===== src/rtl/period_meter_pkg.sv =====
// Shared constants for the period_meter block.
package period_meter_pkg;

    localparam int unsigned sync_depth = 2;

endpackage


===== src/rtl/period_meter_synchronizer.sv =====
// Multi-flop synchronizer for asynchronous inputs, cleared by a synchronous reset.
`ifndef SYNCHRONIZER_V
`define SYNCHRONIZER_V
module synchronizer #(
    parameter int unsigned depth = 2,
    parameter int unsigned width = 1
) (
    input  logic             clock,
    input  logic             reset,
    input  logic [width-1:0] d,
    output logic [width-1:0] q
);

    logic [width-1:0] stage [depth];

    always_ff @(posedge clock) begin
        if (reset) begin
            for (int i = 0; i < int'(depth); i++) begin
                stage[i] <= '0;
            end
        end else begin
            stage[0] <= d;
            for (int i = 1; i < int'(depth); i++) begin
                stage[i] <= stage[i-1];
            end
        end
    end

    assign q = stage[depth-1];

endmodule
`endif


===== src/rtl/period_meter.sv =====
// Counts clock ticks between rising edges of signal; strobes valid with the
// captured period, or timeout when the programmable limit or saturation is hit.
`ifndef PERIOD_METER_V
`define PERIOD_METER_V
module period_meter
    import period_meter_pkg::*;
#(
    parameter int unsigned bitwidth                  = 8,
    parameter int unsigned enable_input_synchronizer = 1,
    parameter int unsigned continuous                = 1
) (
    input  logic                clock,
    input  logic                reset,
    input  logic                enable,
    input  logic                signal,
    input  logic [bitwidth-1:0] timeout_value,
    output logic                measuring,
    output logic [bitwidth-1:0] period,
    output logic                valid,
    output logic                timeout
);

    // state   | meaning
    // IDLE    | enable low, nothing measured
    // ARM     | waiting for the edge that opens a period
    // MEASURE | counting ticks since the opening edge
    typedef enum logic [1:0] {
        IDLE    = 2'd0,
        ARM     = 2'd1,
        MEASURE = 2'd2
    } state_t;

    localparam logic [bitwidth-1:0] count_max = '1;

    state_t              state_q, state_d;
    logic [bitwidth-1:0] count_q, count_d;
    logic [bitwidth-1:0] period_d;
    logic                valid_d, timeout_d;
    logic                s, s_d, rise, limit_hit;

    generate
        if (enable_input_synchronizer != 0) begin : g_sync
            synchronizer #(
                .depth (sync_depth),
                .width (1)
            ) u_sync (
                .clock (clock),
                .reset (reset),
                .d     (signal),
                .q     (s)
            );
        end else begin : g_raw
            assign s = signal;
        end
    endgenerate

    // s_d tracks s in every state, so a level already high at enable is not an edge.
    assign rise      = s & ~s_d;
    assign limit_hit = ((timeout_value != '0) && (count_q == timeout_value))
                       || (count_q == count_max);

    always_ff @(posedge clock) begin
        if (reset) begin
            state_q   <= IDLE;
            count_q   <= '0;
            s_d       <= 1'b0;
            measuring <= 1'b0;
            period    <= '0;
            valid     <= 1'b0;
            timeout   <= 1'b0;
        end else begin
            state_q   <= state_d;
            count_q   <= count_d;
            s_d       <= s;
            measuring <= (state_d == MEASURE);
            period    <= period_d;
            valid     <= valid_d;
            timeout   <= timeout_d;
        end
    end

    always_comb begin
        state_d   = state_q;
        count_d   = count_q;
        period_d  = period;
        valid_d   = 1'b0;
        timeout_d = 1'b0;
        if (!enable) begin
            state_d = IDLE;
        end else begin
            unique case (state_q)
                IDLE: state_d = ARM;
                ARM: begin
                    if (rise) begin
                        state_d = MEASURE;
                        count_d = bitwidth'(1);
                    end
                end
                MEASURE: begin
                    // An edge coinciding with the limit still closes the period.
                    if (rise) begin
                        period_d = count_q;
                        valid_d  = 1'b1;
                        if (continuous != 0) begin
                            count_d = bitwidth'(1);
                        end else begin
                            state_d = ARM;
                        end
                    end else if (limit_hit) begin
                        timeout_d = 1'b1;
                        state_d   = ARM;
                    end else begin
                        count_d = count_q + bitwidth'(1);
                    end
                end
                default: state_d = IDLE;
            endcase
        end
    end

endmodule
`endif


===== config.mk =====
export PLATFORM = sky130hd
export DESIGN_NAME = period_meter
export DESIGN_NICKNAME = d
export VERILOG_FILES = /design/src/rtl/period_meter_pkg.sv /design/src/rtl/period_meter_synchronizer.sv /design/src/rtl/period_meter.sv
export SDC_FILE = /design/constraint.sdc
export NUM_CORES = 1
export LEC_CHECK = 0
export CAP_MARGIN = 20
export CORE_MARGIN = 2
export CORE_UTILIZATION = 30
export DETAILED_ROUTE_END_ITERATION = 8
export GPL_ROUTABILITY_DRIVEN = 0
export GPL_TIMING_DRIVEN = 0
export PLACE_DENSITY_LB_ADDON = 0.15
export SYNTH_ARGS = -nofsm -noshare
export SYNTH_HDL_FRONTEND = slang
export SYNTH_SLANG_ARGS = --single-unit

===== constraint.sdc =====
create_clock -name clock -period 2.9 [get_ports clock]
set_clock_uncertainty 0.1 [all_clocks]
set_input_delay 0.435 -clock clock [delete_from_list [all_inputs] [get_ports clock]]
set_output_delay 0.435 -clock clock [all_outputs]
set_load 0.005 [all_outputs]

# [Word level (Yosys, flattened, before mapping)]
# Memory sizes are Yosys's and may differ from the RTL's.
# Cells that the tools add are included.
[totals] ram_bits=2 elab_cells=47 reg_bits=22 in_bits=12 output_inout_bits=11 n_memories=1
[mem_list] memory="g_sync.u_sync.stage" depth=2 width=1 read_ports=2 rd_clocked_by_memory_dff=0 wr=2 line="period_meter_synchronizer.sv:14" text="logic [width-1:0] stage [depth];"
[classes] reduce_logical=9 n_bitwise=6 n_addsub=1 eq_ne=7 mux=16
[ops] cell="8-bit 2-to-1 mux" count=3
[ops] cell="8-bit case mux with 2 select lines" count=1
[ops] cell="8-bit by 1-bit adder with 8-bit output (second input constant)" count=1
[ops] cell="8-bit equality test" count=1
[ops] cell="8-bit equality test (second input constant)" count=1
[ops] cell="2-bit 2-to-1 mux" count=4
[ops] cell="8-bit nonzero test" count=1
[ops] cell="1-bit 2-to-1 mux" count=7
[ops] cell="2-bit case mux with 3 select lines" count=1
[ops] cell="2-bit equality test (second input constant)" count=2
[ops] cell="4-bit AND reduction" count=1
[ops] cell="4-bit OR reduction" count=1
[ops] cell="3-bit != test (second input constant)" count=1
[ops] cell="1-bit inverter" count=3
[ops] cell="3-bit AND reduction" count=1
[ops] cell="3-bit OR reduction" count=1
[ops] cell="2-bit by 1-bit equality test with 1-bit output (second input constant)" count=1
[ops] cell="2-bit logical NOT" count=1
[ops] cell="2-bit != test (second input constant)" count=1
[ops] cell="1-bit bitwise OR" count=2
[ops] cell="2-bit nonzero test" count=1
[ops] cell="1-bit bitwise AND" count=1
[ops] cell="1-bit logical AND" count=1
[ops] cell="1-bit logical OR" count=1

# [Longest topological paths before layout]
# Gate-level depths: netlist of run 1.
[depth] ltp_word=8 ltp_mapped=6 mapped_depth_nobuf=6

# [Cells and area by module]
# A second synthesis of run 1 with hierarchy kept.
[hier_totals] hier_cells=129 area_unflattened_um2=1189.9
[modules_own_cells] module="period_meter" cells_each=125 area_each_um2=1137.3 instances=1 seq_area_each_um2=440.4
[modules_own_cells] module="synchronizer" cells_each=4 area_each_um2=52.6 instances=1 seq_area_each_um2=40.0

# [Worst setup path after synthesis of run 1]
# No wires, ideal clock.
[synth_path] kind="input -> register" startpoint="in timeout_value[3]" endpoint="reg count_q[1]" stages=6 n_path_buf=1 arrival_ps=1742 path_slack_ps=991 setup_ps=67 cell_sequence="xor2_1 a211o_1 or4b_1 buf_2 a21bo_1 a21oi_2"
[synth_via] elab_chain_len=5 elab_cells_between_ends=6 cone_classes="eq/ne (2); reduce/logical (4)"
[synth_rtl] item="from (decl)" line="period_meter.sv:16" text="input logic [bitwidth-1:0] timeout_value,"
[synth_rtl] item="8-bit equality test / 8-bit nonzero test (equally long branches)" line="period_meter.sv:59" text="assign limit_hit = ((timeout_value != '0) && (count_q == timeout_value))"
[synth_rtl] item="1-bit logical AND (*)" line="period_meter.sv:59"
[synth_rtl] item="1-bit logical OR (*)" line="period_meter.sv:60" text="|| (count_q == count_max);"
[synth_rtl] item="3-bit != test (no source line) (*)"
[synth_rtl] item="4-bit AND reduction (no source line) (*)"
[synth_rtl] item="to (signal assigned)" line="period_meter.sv:73" text="count_q <= count_d;"
[synth_rtl] item="to (decl)" line="period_meter.sv:36" text="logic [bitwidth-1:0] count_q, count_d;"
# Every way passes the cells marked *; elsewhere a longest branch is shown, timed or not.
# A chain may end at the register's enable or synchronous reset.

# [Worst setup path after layout of run 1]
[layout_path] startpoint="in timeout_value[3]" endpoint="reg count_q[0]"
# Same word-level chain as after synthesis.

==> out/qor.csv, run 1 <==
metric,value,unit
clockRootBuffer,clkbuf_8,
finalSetupViolCount,0,
antenna_found_initial,0,
place_hpwl,1.87,mm
hp-class,flip-flop to flip-flop,
chipHeight,64.6,microns
clock_latency,270,ps
pre_cts_slack,231,ps
finalNonFillerCells,192,
synthXorXnorAreaFrac,7.15,%
ys_ff_latch,24,
core.rowCount,22,
synth_nets,132,
diodes,0,
dr.first_iter.drc_count,23,
slew_violations,0,
grt_remaining_overflow,0,
fillers,361,
grt_pass1_vias,938,
synth_compound_area_share,14.4,%
ant_nets,0,
dp.cells,188,
synth_top_family_by_area,simple AND/OR/NAND/NOR gates,
setup_ws,496,ps
cts-resized-gates,0,
postSynthCellCount,119,
drt-vias-per-instance,5.03,
cap_violations,0,
cts_hold_buf,0,
period_share,82.9,%
finalSetupTns,0,ps
yosysUniqueCellTypes,34,
multiInputGateArea,602,sq um
cts_setup_buffers,0,
die_width,64.6,microns
dr.pass1.iters,4,
status,finished clean,
drt_wl_total,2.58,mm
cts-htree-levels,1,
gr-usage-met1,17.9,%
start_kind,input port,
crit_fanout,7,
synthMuxAreaShare,7.26,%
ir_worst_vdd,132,uV
avgSynthCellArea,9.26,sq um
slew_headroom,44.3,%
fin_crit,2400,ps
portBuffers,21,
fin_util,39.6,%
clk_pin_slew,80,ps
synth_area,1100,sq um
synthAdderAreaFrac,1.14,%
layout.nets,158,
via_count,966,
drive_above_1_share,8.33,%
cts_tree,built,
core-area,3610,sq um
p_leak,0.000543,uW
rsz0062_at_grt,false,
grt.busiest_layer,met2,
pwr_density_cell,419,nW/um^2
grt_pass1_wl,4.34,mm
finalHoldViolCount,0,
grt_max_degree,14,
worstSetupPathType,input port to flip-flop,
use_met2,21.6,%
use_met3,2.78,%
drcViolationCount,0,
wire_per_inst,13.4,microns
clock-sinks,24,
cts_buffers,3,
pin_count,23,
die_area,4180,sq um
area_growth,29.5,%
max_freq,0.416,GHz
clock_path_buffers,2,
end_kind,flip-flop,
yosys_warnings,0,
start_util,30.6,%
crit_arrival,2480,ps
seqCellArea,480,sq um
worst_slew_pin_slew,829,ps
track_usage,13.5,%
required,2970,ps
synth-simple-area-share,24.6,%
seq_area_frac_synth,43.6,%
[synthesized netlist by cell type]
library cell | instances | area share, %
nor2b_1 | 5 | 2.8
mux2i_1 | 8 | 7.3
clkbuf_1 | 3 | 1.0
or2_2 | 1 | 0.57
o21ai_1 | 1 | 0.45
a32o_1 | 2 | 1.8
nand4_1 | 2 | 1.1
nand3b_1 | 1 | 0.68
dfxtp_1 | 24 | 44
a21oi_2 | 1 | 0.79
nand2_4 | 1 | 1.0
a21oi_1 | 2 | 0.91
o31ai_1 | 2 | 1.4
inv_1 | 1 | 0.34
o2111a_1 | 1 | 1.0
and3_1 | 1 | 0.57
ha_1 | 1 | 1.1
nor2_1 | 13 | 4.4
xor2_1 | 3 | 2.4
o21bai_1 | 1 | 0.68
or4b_1 | 1 | 0.91
a211oi_1 | 1 | 0.68
o221a_2 | 4 | 4.1
nand2_1 | 10 | 3.4
buf_2 | 1 | 0.45
a21bo_1 | 1 | 0.91
nor3_1 | 5 | 2.3
nand2b_1 | 1 | 0.57
nor4_1 | 3 | 1.7
nor3b_1 | 2 | 1.4
nand3_1 | 7 | 3.2
a211o_1 | 1 | 0.79
o21ai_0 | 2 | 0.91
xnor2_1 | 6 | 4.8
[worst max-delay path: stages]
cell and delay [ps]:
clkdlybuf4s50_1 450, xor2_1 160, a211o_1 290, nor3_1 680, nor2_1 190, a211oi_1 280
[cells by family (layout without fill, tap and decap cells)]
kind of cell / after synthesis / after routing
adders and majority gates: 1 / 1
DFF: 24 / 24
and+or+nand+nor: 53 / 53
muxes: 8 / 8
buffers and inverters: 5 / 30
xor gates and xnor gates: 9 / 9
AOI/OAI and AO/OA: 19 / 19
[worst paths after layout]
| path | startpoint | end | slack, ps | depth (start not counted) |
|---|---|---|---|---|
| worst max-delay path | timeout_value[3] | count_q[0] | 500 | 6 |
| worst min-delay path | g_sync.u_sync.stage[0][0] | g_sync.u_sync.stage[0][1] | 350 | 1 |
| worst max register to register | count_q[0] | count_q[7] | 660 | 6 |
| worst min register to register | g_sync.u_sync.stage[0][0] | g_sync.u_sync.stage[0][1] | 350 | 1 |
[routing by layer]
| layer | vias to the layer above | share of wire (%) | wire length [microns] |
|---|---|---|---|
| li1 | 480 | - | - |
| met1 | 452 | 49 | 1280 |
| met2 | 30 | 44 | 1140 |
| met3 | 4 | 5.3 | 136 |
| met4 | 0 | 1.0 | 27 |
| met5 | - | 0 | 0 |
[metrics by stage]
step	power, uW	hold WS [ps]	cell area [sq um]
after floorplan	359	314	1100
after global placement	380	327	1370
after detailed placement	381	336	1370
after CTS	609	355	1430
after global routing	627	374	1430
final	598	354	1430
[where the power goes]
part	switching, uW	internal (uW)	total, uW
combinational	18.5	20.7	39.2
clock	103	121	225
sequential	1.95	332	334
[layout by cell type (no fill, tap or decap), drive strengths merged, types with 2 or more instances in the layout]
cell type      Yosys  final
nand3              7      7
o21ai              3      3
o31ai              2      2
mux2i              8      8
nor2              13     13
clkdlybuf4s50      0     21
a21oi              3      3
nor3b              2      2
nand4              2      2
dfxtp             24     24
a32o               2      2
clkbuf             3      7
nor2b              5      5
xor2               3      3
nor3               5      5
nor4               3      3
nand2             11     11
xnor2              6      6
o221a              4      4
[sequential cells by signal, summed over array words and instances, names as in the netlist]
register	flops
g_sync.u_sync.stage	2
s_d	1
measuring	1
valid	1
state_q	2
timeout	1
period	8
count_q	8
[layout make-up]
class	instances	area share (%)
buffer	4	1.14
sequential	24	33.7
inverter	1	0.263
timing repair buffer	21	14.7
multi-input combinational	90	42.2
tap	48	4.21
clock buffer	4	3.86
Power figures use the tool's default switching activity.
==> run 2, diff against run 1 <==
==> constraint.sdc (replaced) <==
create_clock -name clock -period 2.2 [get_ports clock]
set_clock_uncertainty 0.1 [all_clocks]
set_input_delay 0.33 -clock clock [delete_from_list [all_inputs] [get_ports clock]]
set_output_delay 0.33 -clock clock [all_outputs]
set_load 0.005 [all_outputs]
==> out/qor.csv, run 2 (same netlist as run 1, synthesis figures left out) <==
metric,value,unit
status,finished clean,
antenna_found_initial,0,
rrSetupSlack,170,ps
cts-resized-gates,2,
pin_count,23,
layout_common_cells,"23 x dfxtp_1, 21 x clkdlybuf4s50_1, 13 x nor2_1",
clockRootBuffer,clkbuf_8,
drt-vias-per-instance,5.07,
hold_start,reset,
hp-class,input port to flip-flop,
rsz0062_at_grt,false,
worstSetupPathType,input port to flip-flop,
die_area,4180,sq um
biggestRegsByFlops,"count_q (8), period (8)",
via_count,973,
track_usage,13.5,%
cts_hold_buf,0,
core-area,3610,sq um
dr.pass1.iters,4,
core.rowCount,22,
switchingPower,164,uW
power_frac_seq,55.9,%
clock-sinks,24,
drcViolationCount,0,
cp_slowest_cell,or4b_1,
pwr_density_cell,544,nW/um^2
ir_worst_vdd,174,uV
fin_util,40.2,%
start_util,30.6,%
drt_wl_total,2.59,mm
place_hpwl,1.87,mm
crit_fanout,6,
layout.nets,158,
r2r_start,count_q[3],
worst_slew_pin_slew,635,ps
diodes,0,
power_frac_comb,6.6,%
cts_buffers,3,
crit_path_end,count_q[7],
p_leak,0.000562,uW
clock_path_buffers,2,
start_kind,input port,
worstHoldPathCells,2,
p_sw_share,20.8,%
drive_above_1_share,11.1,%
finalHoldViolCount,0,
finalSetupViolCount,0,
slew_headroom,57.6,%
required,2310,ps
crit_arrival,2230,ps
die_width,64.6,microns
r2r_cells,6,
clkPwrFrac,37.5,%
cap_violations,0,
worstSetupStartpoint,timeout_value[3],
grt_remaining_overflow,0,
fin_crit,2120,ps
finalSetupTns,0,ps
chipHeight,64.6,microns
cts-htree-levels,1,
path_cells,"clkdlybuf4s50_1, xor2_1, a211o_1, or4b_1, buf_2, nand2_4, o221a_2",
slew_violations,0,
portBuffers,21,
cpPeakStageDelay,520,ps
grt_pass1_vias,938,
clock_latency,260,ps
area_growth,31.4,%
dr.first_iter.drc_count,29,
ant_nets,0,
wire_per_inst,13.5,microns
grt_pass1_wl,4.37,mm
end_kind,flip-flop,
cell_internal_pwr,625,uW
period_share,96.5,%
max_freq,0.471,GHz
clk_pin_slew,90,ps
grt_max_degree,14,
reg2reg_to,count_q[7],
layout_commonest_cell,dfxtp_1,
cts_setup_buffers,0,
cts_tree,built,
## run 2: worst max-delay path, delay by kind of cell
kind,cells,cell delay [ps]
xor gates and xnor gates,1,160
and+or+nand+nor,2,630
buffers and inverters,2,640
AOI/OAI and AO/OA,2,480
## run 2: stage by stage
stage	hold WS [ps]	instances	total power (uW)	setup WS [ps]	instance area, sq um
floorplan	314	119	473	360	1100
global placement	327	188	501	-302	1370
detailed placement	336	188	502	-364	1370
CTS	339	192	803	85.4	1440
global route	374	192	828	13.4	1450
finish	347	192	788	77.9	1450
## run 2: power groups by stage
stage               combinational, uW  clock [uW]  sequential (uW)
CTS                              52.1         310              440
global route                     57.0         329              441
floorplan                        23.0           0              450
detailed placement               51.1           0              451
finish                           52.1         296              440
global placement                 50.7           0              450
## run 2: per-layer routing
| layer | track usage, % | wire length (microns) | vias up |
|---|---|---|---|
| li1 | - | - | 477 |
| met1 | 18.1 | 1220 | 459 |
| met2 | 21.6 | 1170 | 35 |
| met3 | 2.78 | 176 | 2 |
| met4 | 4.79 | 17 | 0 |
| met5 | 0 | 0 | - |
## run 2: how the worst min path moves through the flow
| stage | end |
|---|---|
| final | g_sync.u_sync.stage[0][0] |
| after floorplan | g_sync.u_sync.stage[0][1] |
| after detailed placement | g_sync.u_sync.stage[0][1] |
| after global routing | g_sync.u_sync.stage[0][1] |
| after global placement | g_sync.u_sync.stage[0][1] |
| after CTS | g_sync.u_sync.stage[0][0] |
## run 2: area by class of cell
type | instances | area, sq um
timing repair buffer | 21 | 210
multi-input combinational | 90 | 622
clock buffer | 4 | 55.1
sequential | 24 | 482
tap | 48 | 60.1
fill | 361 | 2160
inverter | 1 | 3.75
buffer | 4 | 16.3
